[src/rtl/arm_shift_pkg.sv]
// Shared definitions for the ARM operand-2 shifter: shift/select encodings,
// FSM state encoding, shift-amount constants and a single-bit shift step.
package arm_shift_pkg;

  typedef enum logic [1:0] {
    SH_LSL = 2'b00,
    SH_LSR = 2'b01,
    SH_ASR = 2'b10,
    SH_ROR = 2'b11
  } shift_t;

  typedef enum logic [1:0] {
    SEL_ROT_IMM   = 2'b00,
    SEL_SHIFT_IMM = 2'b01,
    SEL_SHIFT_REG = 2'b10,
    SEL_RESERVED  = 2'b11
  } sel_t;

  typedef enum logic [1:0] {
    ST_IDLE  = 2'b00,
    ST_SHIFT = 2'b01,
    ST_DONE  = 2'b10
  } state_t;

  localparam int SHIFT_32 = 32;
  localparam int SHIFT_33 = 33;

  // One bit of shifting; returns {bit shifted out, new value}.
  // For ROR the carry is the bit rotated into [31]; RRX feeds the carry into [31].
  function automatic logic [32:0] shift_one(input logic [31:0] val, input logic carry,
                                            input shift_t st, input logic rrx);
    logic [32:0] r;
    case (st)
      SH_LSL:  r = {val[31], val[30:0], 1'b0};
      SH_LSR:  r = {val[0], 1'b0, val[31:1]};
      SH_ASR:  r = {val[0], val[31], val[31:1]};
      default: r = rrx ? {val[0], carry, val[31:1]} : {val[0], val[0], val[31:1]};
    endcase
    return r;
  endfunction

endpackage

[src/rtl/shift_preload.sv]
// Combinational decode of the operand-2 source into the working value, the
// effective shift count N, the initial carry and the RRX flag.
module shift_preload
  import arm_shift_pkg::*;
#(
  parameter int CNT_W = 6
) (
  input  logic [1:0]       i_sel,
  input  logic [1:0]       i_shift_type,
  input  logic [3:0]       i_rotate_imm,
  input  logic [7:0]       i_imm8,
  input  logic [4:0]       i_shift_imm,
  input  logic [7:0]       i_rs,
  input  logic [31:0]      i_rm,
  input  logic             i_carry_in,
  output logic [31:0]      o_value,
  output logic [CNT_W-1:0] o_count,
  output logic             o_carry,
  output shift_t           o_type,
  output logic             o_rrx
);

  shift_t w_type;
  assign w_type = shift_t'(i_shift_type);

  // Select working value / count / carry; clamped counts let the plain
  // bit-serial shifter produce the architecturally defined large-shift results.
  always_comb begin
    o_value = i_rm;
    o_count = '0;
    o_carry = i_carry_in;
    o_type  = w_type;
    o_rrx   = 1'b0;
    case (sel_t'(i_sel))
      SEL_ROT_IMM: begin
        o_value = {24'd0, i_imm8};
        o_type  = SH_ROR;
        o_count = CNT_W'({i_rotate_imm, 1'b0});
      end
      SEL_SHIFT_IMM: begin
        o_count = CNT_W'(i_shift_imm);
        if (i_shift_imm == 5'd0) begin
          case (w_type)
            SH_LSR, SH_ASR: o_count = CNT_W'(SHIFT_32);
            SH_ROR: begin
              o_count = CNT_W'(1);
              o_rrx   = 1'b1;
            end
            default: o_count = '0;
          endcase
        end
      end
      SEL_SHIFT_REG: begin
        if (i_rs != 8'd0) begin
          case (w_type)
            SH_LSL, SH_LSR:
              o_count = (i_rs >= 8'(SHIFT_33)) ? CNT_W'(SHIFT_33) : CNT_W'(i_rs);
            SH_ASR:
              o_count = (i_rs >= 8'(SHIFT_32)) ? CNT_W'(SHIFT_32) : CNT_W'(i_rs);
            default: begin
              o_count = CNT_W'(i_rs[4:0]);
              if (i_rs[4:0] == 5'd0) o_carry = i_rm[31];
            end
          endcase
        end
      end
      default: ;
    endcase
  end

endmodule

[src/rtl/arm_operand_shifter.sv]
// Iterative ARM data-processing operand-2 shifter with valid/ready handshakes.
// Build option: SHIFTER_STEP4_EN consumes up to 4 shift bits per cycle instead of 1.
module arm_operand_shifter
  import arm_shift_pkg::*;
#(
  parameter int CNT_W = 6
) (
  input  logic        clk,
  input  logic        rst_n,
  input  logic        in_valid,
  output logic        in_ready,
  input  logic [1:0]  sel,
  input  logic [1:0]  shift_type,
  input  logic [3:0]  rotate_imm,
  input  logic [7:0]  imm8,
  input  logic [4:0]  shift_imm,
  input  logic [7:0]  rs,
  input  logic [31:0] rm,
  input  logic        carry_in,
  output logic        out_valid,
  input  logic        out_ready,
  output logic [31:0] result,
  output logic        carry_out
);

`ifdef SHIFTER_STEP4_EN
  localparam int STEP_BITS = 4;
`else
  localparam int STEP_BITS = 1;
`endif

  state_t           r_state, w_state_next;
  logic [31:0]      r_work, r_result;
  logic [CNT_W-1:0] r_cnt;
  logic             r_carry, r_carry_out, r_rrx;
  shift_t           r_type;

  logic [31:0]      w_pre_value, w_step_val;
  logic [CNT_W-1:0] w_pre_count, w_step_cnt;
  logic             w_pre_carry, w_pre_rrx, w_step_carry, w_accept;
  shift_t           w_pre_type;

  assign w_accept = in_valid && (r_state == ST_IDLE);

  shift_preload #(.CNT_W(CNT_W)) u_preload (
    .i_sel        (sel),
    .i_shift_type (shift_type),
    .i_rotate_imm (rotate_imm),
    .i_imm8       (imm8),
    .i_shift_imm  (shift_imm),
    .i_rs         (rs),
    .i_rm         (rm),
    .i_carry_in   (carry_in),
    .o_value      (w_pre_value),
    .o_count      (w_pre_count),
    .o_carry      (w_pre_carry),
    .o_type       (w_pre_type),
    .o_rrx        (w_pre_rrx)
  );

  // State register
  always_ff @(posedge clk or negedge rst_n) begin
    if (!rst_n) r_state <= ST_IDLE;
    else        r_state <= w_state_next;
  end

  // Next-state logic: an empty counter in SHIFT means the value is final
  always_comb begin
    w_state_next = r_state;
    case (r_state)
      ST_IDLE:  if (in_valid)           w_state_next = ST_SHIFT;
      ST_SHIFT: if (r_cnt == '0)        w_state_next = ST_DONE;
      ST_DONE:  if (out_ready)          w_state_next = ST_IDLE;
      default:                          w_state_next = ST_IDLE;
    endcase
  end

  // Output decode from state
  always_comb begin
    in_ready  = (r_state == ST_IDLE);
    out_valid = (r_state == ST_DONE);
  end

  // One cycle's worth of shifting: up to STEP_BITS single-bit steps, never past zero
  always_comb begin
    w_step_val   = r_work;
    w_step_carry = r_carry;
    w_step_cnt   = r_cnt;
    for (int k = 0; k < STEP_BITS; k++) begin
      if (w_step_cnt != '0) begin
        {w_step_carry, w_step_val} = shift_one(w_step_val, w_step_carry, r_type, r_rrx);
        w_step_cnt = w_step_cnt - CNT_W'(1);
      end
    end
  end

  // Datapath: latch on accept, shift while counting, publish result on entering DONE
  always_ff @(posedge clk or negedge rst_n) begin
    if (!rst_n) begin
      r_work      <= '0;
      r_cnt       <= '0;
      r_carry     <= 1'b0;
      r_rrx       <= 1'b0;
      r_type      <= SH_LSL;
      r_result    <= '0;
      r_carry_out <= 1'b0;
    end else if (w_accept) begin
      r_work  <= w_pre_value;
      r_cnt   <= w_pre_count;
      r_carry <= w_pre_carry;
      r_rrx   <= w_pre_rrx;
      r_type  <= w_pre_type;
    end else if (r_state == ST_SHIFT) begin
      if (r_cnt == '0) begin
        r_result    <= r_work;
        r_carry_out <= r_carry;
      end else begin
        r_work  <= w_step_val;
        r_carry <= w_step_carry;
        r_cnt   <= w_step_cnt;
      end
    end
  end

  assign result    = r_result;
  assign carry_out = r_carry_out;

endmodule

[config.mk]
export PLATFORM = sky130hd
export DESIGN_NAME = arm_operand_shifter
export DESIGN_NICKNAME = d
export VERILOG_FILES = /design/src/rtl/arm_shift_pkg.sv /design/src/rtl/shift_preload.sv /design/src/rtl/arm_operand_shifter.sv
export SDC_FILE = /design/constraint.sdc
export NUM_CORES = 1
export LEC_CHECK = 0
export ABC_AREA = 1
export CAP_MARGIN = 25
export CORE_MARGIN = 5
export CORE_UTILIZATION = 30
export DETAILED_ROUTE_END_ITERATION = 8
export PLACE_DENSITY = 0.52
export SLEW_MARGIN = 5
export SYNTH_ARGS = -nofsm -noshare
export SYNTH_HDL_FRONTEND = slang
export SYNTH_HIERARCHICAL = 1
export SYNTH_SLANG_ARGS = --single-unit
[constraint.sdc]
create_clock -name clk -period 1.9 [get_ports clk]
set_clock_uncertainty 0.05 [all_clocks]
set_input_delay 0.38 -clock clk [delete_from_list [all_inputs] [get_ports clk]]
set_output_delay 0.38 -clock clk [all_outputs]
set_load 0.01 [all_outputs]
# Yosys cells after proc, flatten, opt, wreduce, memory -nomap -nowiden
# Index checks and enable logic that the tools add are counted.
[totals]
reg_bits = 77
latchBits = 0
ram_bits = 0
mem_bits_ro = 0
word_cells = 80
mem_count = 0
[op_classes]
add_sub_neg = 1
mul = 0
n_div = 0
n_lt_le_gt_ge = 2
n_eq_ne = 14
shifts = 0
muxes = 34
n_bitwise = 1
reduce_logical = 19
[op_table]
columns = ["cell", "count"]
rows = [
  ["$mux 32", 6],
  ["$pmux 33 s3", 1],
  ["$mux 6", 8],
  ["$pmux 6 s2", 2],
  ["$pmux 6 s3", 1],
  ["$ge 8x6->1 const B", 2],
  ["$mux 1", 11],
  ["$eq 2x2->1 const B", 5],
  ["$logic_not 5->1", 2],
  ["$reduce_and 3->1", 3],
  ["$eq 2x1->1 const B", 4],
  ["$logic_not 2->1", 4],
  ["$mux 2", 4],
  ["$reduce_bool 8->1", 1],
  ["$logic_not 6->1", 1],
  ["$ne 2x2->1 const B", 3],
  ["$pmux 2 s3", 1],
  ["$reduce_bool 6->1", 1],
  ["$sub 6x1->6 const B", 1],
  ["$ne 2x1->1 const B", 2],
  ["$reduce_and 4->1", 1],
  ["$reduce_bool 2->1", 2],
  ["$reduce_or 2->1", 2],
  ["$reduce_or 3->1", 1],
  ["other kinds (2)", 2],
]

# Logic depth before layout (Yosys ltp)
[depth]
ltp_word = 6
ltp_mapped = 12
ltp_nobuf = 12

# By module
# The synthesis kept the hierarchy.
[by_module_without_submodules]
columns = ["mod", "n_inst", "cells_per_inst", "area_per_inst_um2", "seq_area_each_um2"]
rows = [
  ["arm_operand_shifter", 1, 518, 4090.2, 1926.8],
  ["shift_preload", 1, 172, 749.5, 0.0],
]

# Worst setup path before layout
# Ideal clock, no wire load.
[synth_timing]
kind = "in2reg"
startpoint = "input shift_type[0]"
endpoint = "register r_cnt[3]"
setup_time_ns = 0.117
arrival_time_ns = 1.429
setup_slack_ns = 0.305
stages = 11
path_buffers = 0
cell_sequence = "inv_1 > ha_1 > nor2_1 > inv_1 > nand3_1 > nand2_1 > nand2_1 > nand2_1 > or2_2 > nand3_2 > nand2_1"
[synth_via]
elab_chain_len = 6
word_cells_on_any_way = 8
cone_classes = "eq/ne (2); mux (4); reduce/logical (2)"
[synth_rtl]
columns = ["element", "line_no", "text"]
rows = [
  ["from (decl)", "arm_operand_shifter.sv:13", "input logic [1:0] shift_type,"],
  ["$eq 2x1->1 / $logic_not 2->1 (equally long branches)", "shift_preload.sv:55", "case (w_type)"],
  ["$reduce_or 2->1", "-", ""],
  ["$pmux 6 s2 *", "shift_preload.sv:55", ""],
  ["$mux 6 *", "shift_preload.sv:54", "if (i_rs != 8'd0) begin"],
  ["$pmux 6 s3 *", "shift_preload.sv:34", "case (sel_t'(i_sel))"],
  ["net w_pre_count[3]", "arm_operand_shifter.sv:39", "logic [CNT_W-1:0] w_pre_count, w_step_cnt;"],
  ["$mux 6 *", "arm_operand_shifter.sv:107", "end else if (w_accept) begin"],
  ["to (signal assigned)", "arm_operand_shifter.sv:109", "r_cnt <= w_pre_count;"],
  ["to (signal assigned)", "arm_operand_shifter.sv:120", "r_cnt <= w_step_cnt;"],
  ["to (decl)", "arm_operand_shifter.sv:34", "logic [CNT_W-1:0] r_cnt;"],
]
# Mark *: on every way through the listed nets, which the timed path passes. The rest lies on a longest branch.
# A chain may end at the register's enable or synchronous reset.

# Worst setup path after layout
[layout_timing]
startpoint = "register r_result[29], in the netlist result[29]"
endpoint = "output result[29]"
[layout_rtl]
columns = ["element", "line_no", "text"]
rows = [
  ["from (decl)", "arm_operand_shifter.sv:33", "logic [31:0] r_work, r_result;"],
  ["from (signal assigned)", "arm_operand_shifter.sv:115", "r_result <= r_work;"],
  ["to (decl)", "arm_operand_shifter.sv:22", "output logic [31:0] result,"],
]
# No word-level cell between the ends.

==> qor.yml <==
outcome: "finished, final reports clean"
finalNetCount: 875
cellLeakagePower_nw: 3.34
grt_first_pass_wirelength_mm: 21.2
antenna_found_initial: 0
clk_latency_ns: 0.34
max_freq_mhz: 588
drive_gt1_share_pct: 15.0
clock-sinks: 77
cts_root_buffer: "clkbuf_16"
period_share_pct: 89.6
synthAdderAreaFrac_pct: 1.81
tritoncts: "done"
end_kind: "primary output"
final-setup-viol-count: 0
synth_top_family_by_area: "simple AND/OR/NAND/NOR gates"
r2r-start: "r_cnt[1]$_DFFE_PN0P_"
grt_usage_pct: 14.1
ir_worst_vdd_v: 0.000712
gp_congestion: 0.829
drc: 0
clk_pin_slew_worst_paths_ns: 0.06
cts_buffers: 9
ys_top_cells_by_area: "dfrtp_1 (40%), nand2_1 (21%), inv_1 (7.1%), o21ai_2 (5.6%), nand3_1 (4.3%)"
timing.rr.end: "r_cnt[3]$_DFFE_PN0P_"
critPathMaxFanout: 2
synth.largest_area_cell: "dfrtp_1"
io_pins: 101
crit_chain: "clkdlybuf4s50_1"
synthFlopType: "dfrtp_1"
hp-class: "reg -> reg"
syn_area_per_cell_um2: 7.01
viasPerCell: 4.35
yosysMostFrequentCell: "nand2_1"
rows: 46
num_antenna_cells: 0
maxCapViolCount: 0
yosys.area_share.simple_pct: 34.3
worst-setup-path-type: "reg -> out"
yosys.area_share.xor_xnor_pct: 0
ys_top_cells_by_count: "nand2_1 (266), inv_1 (91), dfrtp_1 (77)"
syn2layout_area_growth_pct: 34.7
fp.dieArea_um2: 18800
cts_buffer_depth: 2
crit_slowest_cell: "clkdlybuf4s50_1"
grt_max_degree: 40
grt_pass1_vias: 4490
worstSetupPathDepth: 1
endpoint: "result[29]"
r2r_cells: 9
start_util_pct: 30.6
synth-seq-cells: 77
async_flop_share_pct: 100
place_ws_ns: -0.325
grt.overflow.total: 0
tightest_slew_ns: 0.533
fillers: 1673
port_buffers: 100
core_um2: 15800
grt_setup_unrepaired: "no"
path_delay_family: "buffers and inverters"
powerDensity_nw_per_um2: 1580
drtPass1Iterations: 4
finalHoldViolCount: 0
min_period_ns: 1.70
fp.dieH_um: 137
die_x_um: 137
synth.cell_area_um2: 4840
synth_mux_area_share_pct: 0
critPathLaunchType: "flip-flop"
synthCells: 690
yosysTopAreaCellShare_pct: 39.8
hold_start: "r_work[31]$_DFFE_PN0P_"
worstPathArrival_ns: 1.27
slew_violations: 0
required_ns: 1.47
hold_slack_ns: 0.428
slowest_delay_ns: 0.57
totalWireLength_mm: 12.3
num_vias: 4445
yosysSeqAreaShare_pct: 39.8
syn-num-nets: 763
synth_edf_count: 0
wire_per_inst_um: 12.0
ys_warn_count: 6
timing.final.ws_setup_ns: 0.198
drtIter0Drc: 327
synth_compound_area_share_pct: 11.5
ff2ff_setup_slack_ns: 0.26
htreeDepth: 3
crit_start: "result[29]$_DFFE_PN0P_"
worst-path-buf-inv: 1
hpwl_mm: 9.21
ys_types: 31
max_slew_margin_pct: 64.5
ant_nets: 0
-- cells by family (layout without fill, tap and decap cells) --
kind of cell | Yosys count | after routing
AOI/OAI and AO/OA | 87 | 87
buffers and inverters | 128 | 245
DFF | 77 | 77
adders and majority gates | 7 | 7
and+or+nand+nor | 391 | 391
-- metrics by stage --
| stage | TNS (ns) | util (%) | power, mW | instances | cell area [um^2] |
|---|---|---|---|---|---|
| final | 0 | 41.2 | 10.3 | 1023 | 6520 |
| after global placement | -2.02 | 39.3 | 8.73 | 1006 | 6220 |
| after floorplan | 0 | - | 7.05 | 690 | 4840 |
| after CTS | 0 | 41.1 | 10.5 | 1023 | 6500 |
| after detailed placement | -2.48 | 39.3 | 8.86 | 1006 | 6220 |
| after global routing | 0 | 41.2 | 11.4 | 1023 | 6520 |
-- metal layers --
layer | GRT usage, % | vias to the layer above | wire [um]
met5 | 0 | - | 0
met4 | 5.04 | 0 | 191
met3 | 3.46 | 14 | 587
met2 | 22.8 | 84 | 5700
met1 | 18.4 | 1997 | 5780
li1 | - | 2350 | -
-- worst min-delay path by stage --
stage | to | slack [ns] | cells after the start
4_1_cts | r_work[31]$_DFFE_PN0P_ | 0.43 | 2
3_5_place_dp | result[5]$_DFFE_PN0P_ | 0.35 | 1
6_report | r_work[31]$_DFFE_PN0P_ | 0.43 | 2
5_1_grt | r_work[31]$_DFFE_PN0P_ | 0.45 | 2
2_1_floorplan | carry_out$_DFFE_PN0P_ | 0.03 | 0
3_3_place_gp | result[4]$_DFFE_PN0P_ | 0.35 | 1
-- layout by cell type (no fill, tap or decap), drive strengths merged --
cell           instances
clkinv                 4
clkdlybuf4s50         95
a22o                   1
inv                   97
or2                    3
dlymetal6s2s           2
a21oi                  4
dlygate4sd3            1
nand3b                 2
nand3                 44
nand4                  3
nor2                  54
clkbuf                 9
clkinvlp               2
ha                     7
o21ai                 81
buf                   33
nand2                283
dfrtp                 77
dlygate4sd2            2
o31ai                  1
nor3                   2
-- power breakdown --
group	internal, mW	switching, mW
logic	2.49	3.38
registers	2.46	0.392
clock network	0.888	0.708
-- layout make-up --
| cell class | count | area (um^2) | share of cell area [%] |
|---|---|---|---|
| tap | 216 | 270 | 4.15 |
| sequential | 77 | 1930 | 29.6 |
| clock inverter | 7 | 51.3 | 0.787 |
| clock buffer | 9 | 225 | 3.46 |
| inverter | 96 | 360 | 5.53 |
| timing repair buffer | 133 | 1350 | 20.7 |
| multi-input combinational | 485 | 2330 | 35.8 |
-- registers in the layout (all words and copies together) (netlist names) --
| register | flops |
|---|---|
| r_type | 2 |
| r_state | 2 |
| r_work | 32 |
| r_rrx | 1 |
| carry_out | 1 |
| result | 32 |
| r_cnt | 6 |
| r_carry | 1 |
-- timing repair --
item / 4_1_cts / 5_1_grt
endpoints found under the setup margin: 2 / 6
setup buffers: 0 / 0
hold endpoints to repair: 38 / 0
gates resized for setup: 3 / 6
hold buffers: 1 / 0
pin swaps: 0 / 3
Power figures use the tool's default switching activity.
